File: config.mk
export PLATFORM = sky130hd
export DESIGN_NAME = axi_chk_burst_tracker
export DESIGN_NICKNAME = d
export VERILOG_FILES = /design/src/rtl/axi_chk_pkg.sv /design/src/rtl/axi_chk_burst_tracker.sv
export SDC_FILE = /design/constraint.sdc
export NUM_CORES = 1
export LEC_CHECK = 0
export ABC_CLOCK_PERIOD_IN_PS = 3400
export BUFFER_PORTS_ARGS = -buffer_cell sky130_fd_sc_hd__buf_2
export CAP_MARGIN = 0
export CORE_ASPECT_RATIO = 0.8
export CORE_UTILIZATION = 40
export CTS_BUF_LIST = sky130_fd_sc_hd__clkbuf_16
export DETAILED_ROUTE_END_ITERATION = 10
export GPL_TIMING_DRIVEN = 1
export PLACE_DENSITY = 0.66
export SETUP_SLACK_MARGIN = 0.15
export SYNTH_ARGS = -nofsm -noshare
export SYNTH_HDL_FRONTEND = slang
export SYNTH_SLANG_ARGS = --single-unit
export TNS_END_PERCENT = 30
File: constraint.sdc
create_clock -name clk -period 3.4 [get_ports clk]
set_clock_uncertainty 0.15 [all_clocks]
set_input_delay 0.17 -clock clk [delete_from_list [all_inputs] [get_ports clk]]
set_output_delay 0.17 -clock clk [all_outputs]
set_load 0.05 [all_outputs]
File: src/rtl/axi_chk_pkg.sv
// Shared constants for the passive AXI4 protocol checker.
package axi_chk_pkg;

    localparam int unsigned NUM_ERR = 16;
    localparam int unsigned NUM_CH  = 5;
    localparam int unsigned AXLEN_W = 8;

    // Channel indices used by the per-channel stability/timeout slices
    localparam int unsigned CH_AW = 0;
    localparam int unsigned CH_W  = 1;
    localparam int unsigned CH_B  = 2;
    localparam int unsigned CH_AR = 3;
    localparam int unsigned CH_R  = 4;

    // Error bit positions in err_flags / err_pulse
    localparam int unsigned ERR_AW_STABLE  = 0;
    localparam int unsigned ERR_W_STABLE   = 1;
    localparam int unsigned ERR_B_STABLE   = 2;
    localparam int unsigned ERR_AR_STABLE  = 3;
    localparam int unsigned ERR_R_STABLE   = 4;
    localparam int unsigned ERR_AW_TIMEOUT = 5;
    localparam int unsigned ERR_W_TIMEOUT  = 6;
    localparam int unsigned ERR_B_TIMEOUT  = 7;
    localparam int unsigned ERR_AR_TIMEOUT = 8;
    localparam int unsigned ERR_R_TIMEOUT  = 9;
    localparam int unsigned ERR_WLAST      = 10;
    localparam int unsigned ERR_RLAST      = 11;
    localparam int unsigned ERR_B_NO_WR    = 12;
    localparam int unsigned ERR_R_NO_RD    = 13;
    localparam int unsigned ERR_ADDR_OVF   = 14;
    localparam int unsigned ERR_W_NO_AW    = 15;

    typedef enum logic [1:0] {
        RESP_OKAY   = 2'b00,
        RESP_EXOKAY = 2'b01,
        RESP_SLVERR = 2'b10,
        RESP_DECERR = 2'b11
    } resp_e;

    typedef enum logic [1:0] {
        BURST_FIXED = 2'b00,
        BURST_INCR  = 2'b01,
        BURST_WRAP  = 2'b10,
        BURST_RSVD  = 2'b11
    } burst_e;

    function automatic int unsigned max3(int unsigned a, int unsigned b, int unsigned c);
        int unsigned m;
        m = (a > b) ? a : b;
        return (m > c) ? m : c;
    endfunction

endpackage

File: src/rtl/axi_chk_burst_tracker.sv
// Burst length FIFO, beat counter, LAST check and outstanding counter for one direction.
module axi_chk_burst_tracker
    import axi_chk_pkg::*;
#(
    parameter  int unsigned DEPTH = 8,
    localparam int unsigned OUT_W = $clog2(DEPTH) + 1
) (
    input  logic               clk,
    input  logic               reset,
    input  logic               push,
    input  logic [AXLEN_W-1:0] push_len,
    input  logic               beat,
    input  logic               last,
    input  logic               retire,
    output logic [OUT_W-1:0]   outstanding,
    output logic               last_err_c,
    output logic               empty_err_c,
    output logic               ovf_err_c,
    output logic               retire_err_c
);

    localparam int unsigned PTR_W = $clog2(DEPTH);

    logic [AXLEN_W-1:0] mem [DEPTH];
    logic [PTR_W-1:0]   wr_ptr;
    logic [PTR_W-1:0]   rd_ptr;
    logic [OUT_W-1:0]   fill;
    logic [AXLEN_W:0]   beats;
    logic               empty_c;
    logic               full_c;
    logic               pop_c;
    logic               push_ok_c;
    logic               dec_c;

    assign empty_c   = (fill == '0);
    assign full_c    = (fill == OUT_W'(DEPTH));
    assign pop_c     = beat && last && !empty_c;
    // A pop in the same cycle frees the slot, so a full FIFO still accepts the push
    assign push_ok_c = push && (!full_c || pop_c);
    assign dec_c     = retire && (outstanding != '0);

    assign last_err_c   = beat && !empty_c && (last != (beats == {1'b0, mem[rd_ptr]}));
    assign empty_err_c  = beat && empty_c;
    assign ovf_err_c    = push && full_c && !pop_c;
    assign retire_err_c = retire && (outstanding == '0);

    // FIFO storage, pointers, beat counter and outstanding count
    always_ff @(posedge clk) begin
        if (reset) begin
            for (int i = 0; i < int'(DEPTH); i++) begin
                mem[i] <= '0;
            end
            wr_ptr      <= '0;
            rd_ptr      <= '0;
            fill        <= '0;
            beats       <= '0;
            outstanding <= '0;
        end else begin
            if (push_ok_c) begin
                mem[wr_ptr] <= push_len;
                wr_ptr      <= wr_ptr + PTR_W'(1);
            end
            if (pop_c) begin
                rd_ptr <= rd_ptr + PTR_W'(1);
            end
            case ({push_ok_c, pop_c})
                2'b10:   fill <= fill + OUT_W'(1);
                2'b01:   fill <= fill - OUT_W'(1);
                default: fill <= fill;
            endcase
            if (beat && !empty_c) begin
                beats <= last ? '0 : beats + (AXLEN_W+1)'(1);
            end
            case ({push_ok_c, dec_c})
                2'b10:   outstanding <= (outstanding == '1) ? outstanding : outstanding + OUT_W'(1);
                2'b01:   outstanding <= outstanding - OUT_W'(1);
                default: outstanding <= outstanding;
            endcase
        end
    end

endmodule

Word level (Yosys, flattened, before mapping)
Memories as Yosys holds them, arrays and structs flattened. A register that Yosys moved wholly into a read port is not among the register bits.
Index checks and enable logic that the tools add are counted.
Widths: inputs -> output; s select.
- multiplexer cells: 14
- reductions and logical operators: 21
- equal/unequal tests: 9
- $add $sub $neg: 7
- operators by type and width (operator ; count):
    $pmux 4 s2 ; 2
    $logic_and 1x1->1 ; 10
    $add 9x1->9 const B ; 1
    $eq 9x8->1 ; 1
    $mux 3 ; 3
    $mux 9 ; 1
    $add 4x1->4 const B ; 2
    $eq 4x4->1 const B ; 2
    $logic_not 4->1 ; 2
    $mux 8 ; 1
    $reduce_or 8->1 ; 1
    $sub 4x1->4 const B ; 2
    $add 3x1->3 const B ; 2
    $mux 1 ; 6
    $eq 2x1->1 const B ; 2
    $eq 2x2->1 const B ; 2
    $mux 4 ; 1
    $reduce_bool 2->1 ; 2
    $reduce_bool 4->1 ; 1
    $logic_not 1->1 ; 3
    $ne 2x2->1 const B ; 1
    $reduce_and 2->1 ; 1
    $logic_or 1x1->1 ; 1
    $ne 1x1->1 ; 1
- word-level logic and storage cells: 57
- memories: 1
- input bits: 14
- flip-flop bits (word level): 23
- RAM bits: 64
- memories (memory ; words ; bits a word ; read ports ; clocked after memory_dff ; wr ports ; RTL line ; text):
    mem ; 8 ; 8 ; 1 ; 1 ; 8 ; axi_chk_burst_tracker.sv:24 ; logic [AXLEN_W-1:0] mem [DEPTH];

Depth between registers and ports, before layout
- depth in word-level cells: 10
- depth in mapped cells: 12
- gate-level depth less buffers: 11

Least setup slack after synthesis
Ideal clock, no wire load.
- kind: reg2out
- start point: register with a tool-made name
- end point: output port last_err_c
- stages on the path, launching flop included: 8
- setup slack: 0.416 ns
- data arrival time: 2.664 ns
- path buffers: 1
- path through: dfxtp_1 -> buf_4 -> mux4_2 -> mux2i_1 -> xor2_1 -> nand2_1 -> nor4_1 -> mux2i_1
- RTL lines (item ; RTL line ; text):
    end: declaration ; axi_chk_burst_tracker.sv:16 ; output logic last_err_c,

==> flow_summary.ini <==
[synthesis]
avgSynthCellArea_um2 = 12.1
synth-seq-cells = 90
synth_cells = 356
synth_cell_types = 46
async_flop_share = 0
syn_nets = 378
ys_seq_area_frac = 0.567
synthFlopType = edfxtp_1
synth_edf_count = 64
syn_area_um2 = 4300
yosys_warnings = 0

[sta]
rsz0062_at_grt = false
timing.final.crit_share = 0.905
worst_pin_slew_ns = 1.02
fmax_mhz = 325
period_needed_ns = 3.08
slew_headroom = 0.315
slew_violations = 0
setup_viol = 0
setup_tns_ns = 0
finalHoldViolations = 0

[route]
finalWirelength_um = 9050
wl_per_cell_um = 17.2
drc = 0
dr.pass1.iters = 5
vias_per_cell = 5.20
vias = 2733
ant_nets = 0
drt_iter0_markers = 176

[place]
io_buffer_count = 21
hpwlAfterDp_um = 6250
dp.cells = 510
gp_congestion = 0.833

[pwr]
p_seq_frac = 0.471
internal_power_w = 0.00199
power_switching_share = 0.286
peakVddDrop_mv = 0.398
p_per_area_nw_per_um2 = 573
leakage_nw = 1.82
p_comb_frac = 0.182
switchingPower_w = 0.000800
p_clk_frac = 0.347

[floorplan]
dieHeight_um = 94.8
io_pins = 22
die_x_um = 118
die_area_um2 = 11200
core-area_um2 = 10400
num_rows = 33
initial_core_util = 0.415

[global_route]
grt_usage = 0.174
grt_overflow = 0
grt_pass1_wl_um = 14500
grt_use_met2 = 0.292
grtUsageMet1 = 0.218
grt_busiest_layer = met2
grt_max_degree = 29
met3_usage = 0.0495
grt_pass1_vias = 2795
antenna_found_initial = 0

[critical_path]
slowest_delay_ns = 0.54
crit_family = multiplexers
critPathArrivalTime_ns = 2.76
cp_slowest_cell = mux4_2
cp.required_ns = 3.08
setup.worst_path.start_class = register
critical_path_buf_inv_count = 2
endpoint_kind = output pin
crit_fanout = 12
critical_path_class = register to output pin
path_common_cell = mux2i_1
crit_chain = buf_4, mux4_2, mux2i_1, xnor2_1, a211o_1, nor4_2, mux2i_1, clkbuf_4

[clock_network]
htree_levels = 3
clk_pin_slew_ns = 0.07
cts_buffers = 9
cts_buffer_depth = 2
clock_latency_ns = 0.34
cts_root_buf = clkbuf_16
ctsHoldBuffers = 0
cts_tree = done
clock-sinks = 90

[finish]
diodes = 0
drive_above_1_share = 0.158
fill_cells = 938
nets = 403
fin_cells = 526
area_growth_pct = 13.2
multi_input_area_um2 = 1780
seq_area_um2 = 2440
final_cell_mix = 65 x and2_1, 64 x edfxtp_1, 30 x nor2_1
layout_commonest_cell = and2_1

[worst_hold_path]
worstHoldPathType = input port to register

[status]
status = complete, no violations

[flow_run]
maxCapViolCount = 0
[metrics by stage]
| step | util | hold WS, ns | total power, W | instance area, um2 | setup WS [ns] |
|---|---|---|---|---|---|
| finish | 0.470 | 0.0526 | 0.00279 | 4870 | 0.323 |
| global route | 0.470 | 0.0657 | 0.00291 | 4870 | 0.123 |
| CTS | 0.469 | 0.0472 | 0.00280 | 4860 | 0.165 |
| detailed placement | 0.441 | 0.340 | 0.00184 | 4570 | 0.398 |
| global placement | 0.441 | 0.330 | 0.00183 | 4570 | 0.481 |
| floorplan | - | 0.218 | 0.00171 | 4300 | 0.416 |
[state kept, by name, indices dropped and copies added, names as in the netlist, named ones only]
name	cells
fill	4
rd_ptr	3
beats	9
outstanding	4
mem	64
wr_ptr	3
[synth_stat cells, types with 2 or more instances]
library cell | count | area [um2]
nor2b_1 | 2 | 12.5
nand3_1 | 2 | 10.0
inv_1 | 7 | 26.3
clkbuf_1 | 7 | 26.3
edfxtp_1 | 64 | 1920
dfxtp_1 | 26 | 521
and2_1 | 65 | 407
xnor2_1 | 7 | 61.3
ha_1 | 7 | 87.6
nand4_1 | 3 | 18.8
o21ai_0 | 6 | 30.0
nand2b_1 | 2 | 12.5
a21oi_1 | 12 | 60.1
xor2_1 | 14 | 123
a22oi_1 | 6 | 45.0
buf_2 | 3 | 15.0
o21a_1 | 2 | 15.0
or3_1 | 4 | 25.0
or2_2 | 8 | 50.1
nor2_1 | 30 | 113
mux2i_1 | 23 | 230
nand2_1 | 16 | 60.1
nor3_1 | 8 | 40.0
mux4_2 | 8 | 180
and3_1 | 3 | 18.8
[area by class of cell]
| class | instances | area share |
|---|---|---|
| Inverter | 8 | 0.00616 |
| Multi-Input combinational cell | 246 | 0.365 |
| Sequential cell | 90 | 0.501 |
| Clock inverter | 7 | 0.0126 |
| Clock buffer | 9 | 0.0462 |
| Timing Repair Buffer | 26 | 0.0324 |
| Tap cell | 140 | 0.0360 |
[path summary, 6_finish.rpt]
check	start	end	slack [ns]	cells past startpoint
setup / recovery	register	last_err_c	0.32	8
hold / removal	push_len[7]	mem[4][7]	0.05	2
setup reg to reg	fill[0]	fill[3]	0.39	11
hold reg to reg	rd_ptr[1]	rd_ptr[1]	0.34	2
[routing by layer]
metal,up-vias,routed length (um)
met2,75,4410
met4,0,60
met1,1331,4010
met3,7,562
met5,-,0
li1,1320,-
[cell families after synthesis]
group | Yosys count | share of synthesized area
buffers and inverters | 20 | 0.0209
adder cells (fa/ha/maj) | 8 | 0.0250
AO/OA/AOI/OAI | 38 | 0.0602
XOR/XNOR | 21 | 0.0427
AND/OR/NAND/NOR | 148 | 0.188
flip-flops | 90 | 0.567
multiplexers | 31 | 0.0953
[power by group through the flow]
stage	registers, W	clock network (W)	logic (W)
3_3_place_gp	0.00133	0	0.000493
5_1_grt	0.00133	0.00103	0.000558
6_report	0.00132	0.000970	0.000509
2_1_floorplan	0.00137	0	0.000341
3_5_place_dp	0.00134	0	0.000500
4_1_cts	0.00132	0.000985	0.000504
[repair_timing]
action | 4_1_cts | 5_1_grt
buffers inserted | 0 | 0
setup endpoints to repair | 0 | 1
resized for setup | 0 | 3
Power figures use the tool's default switching activity.
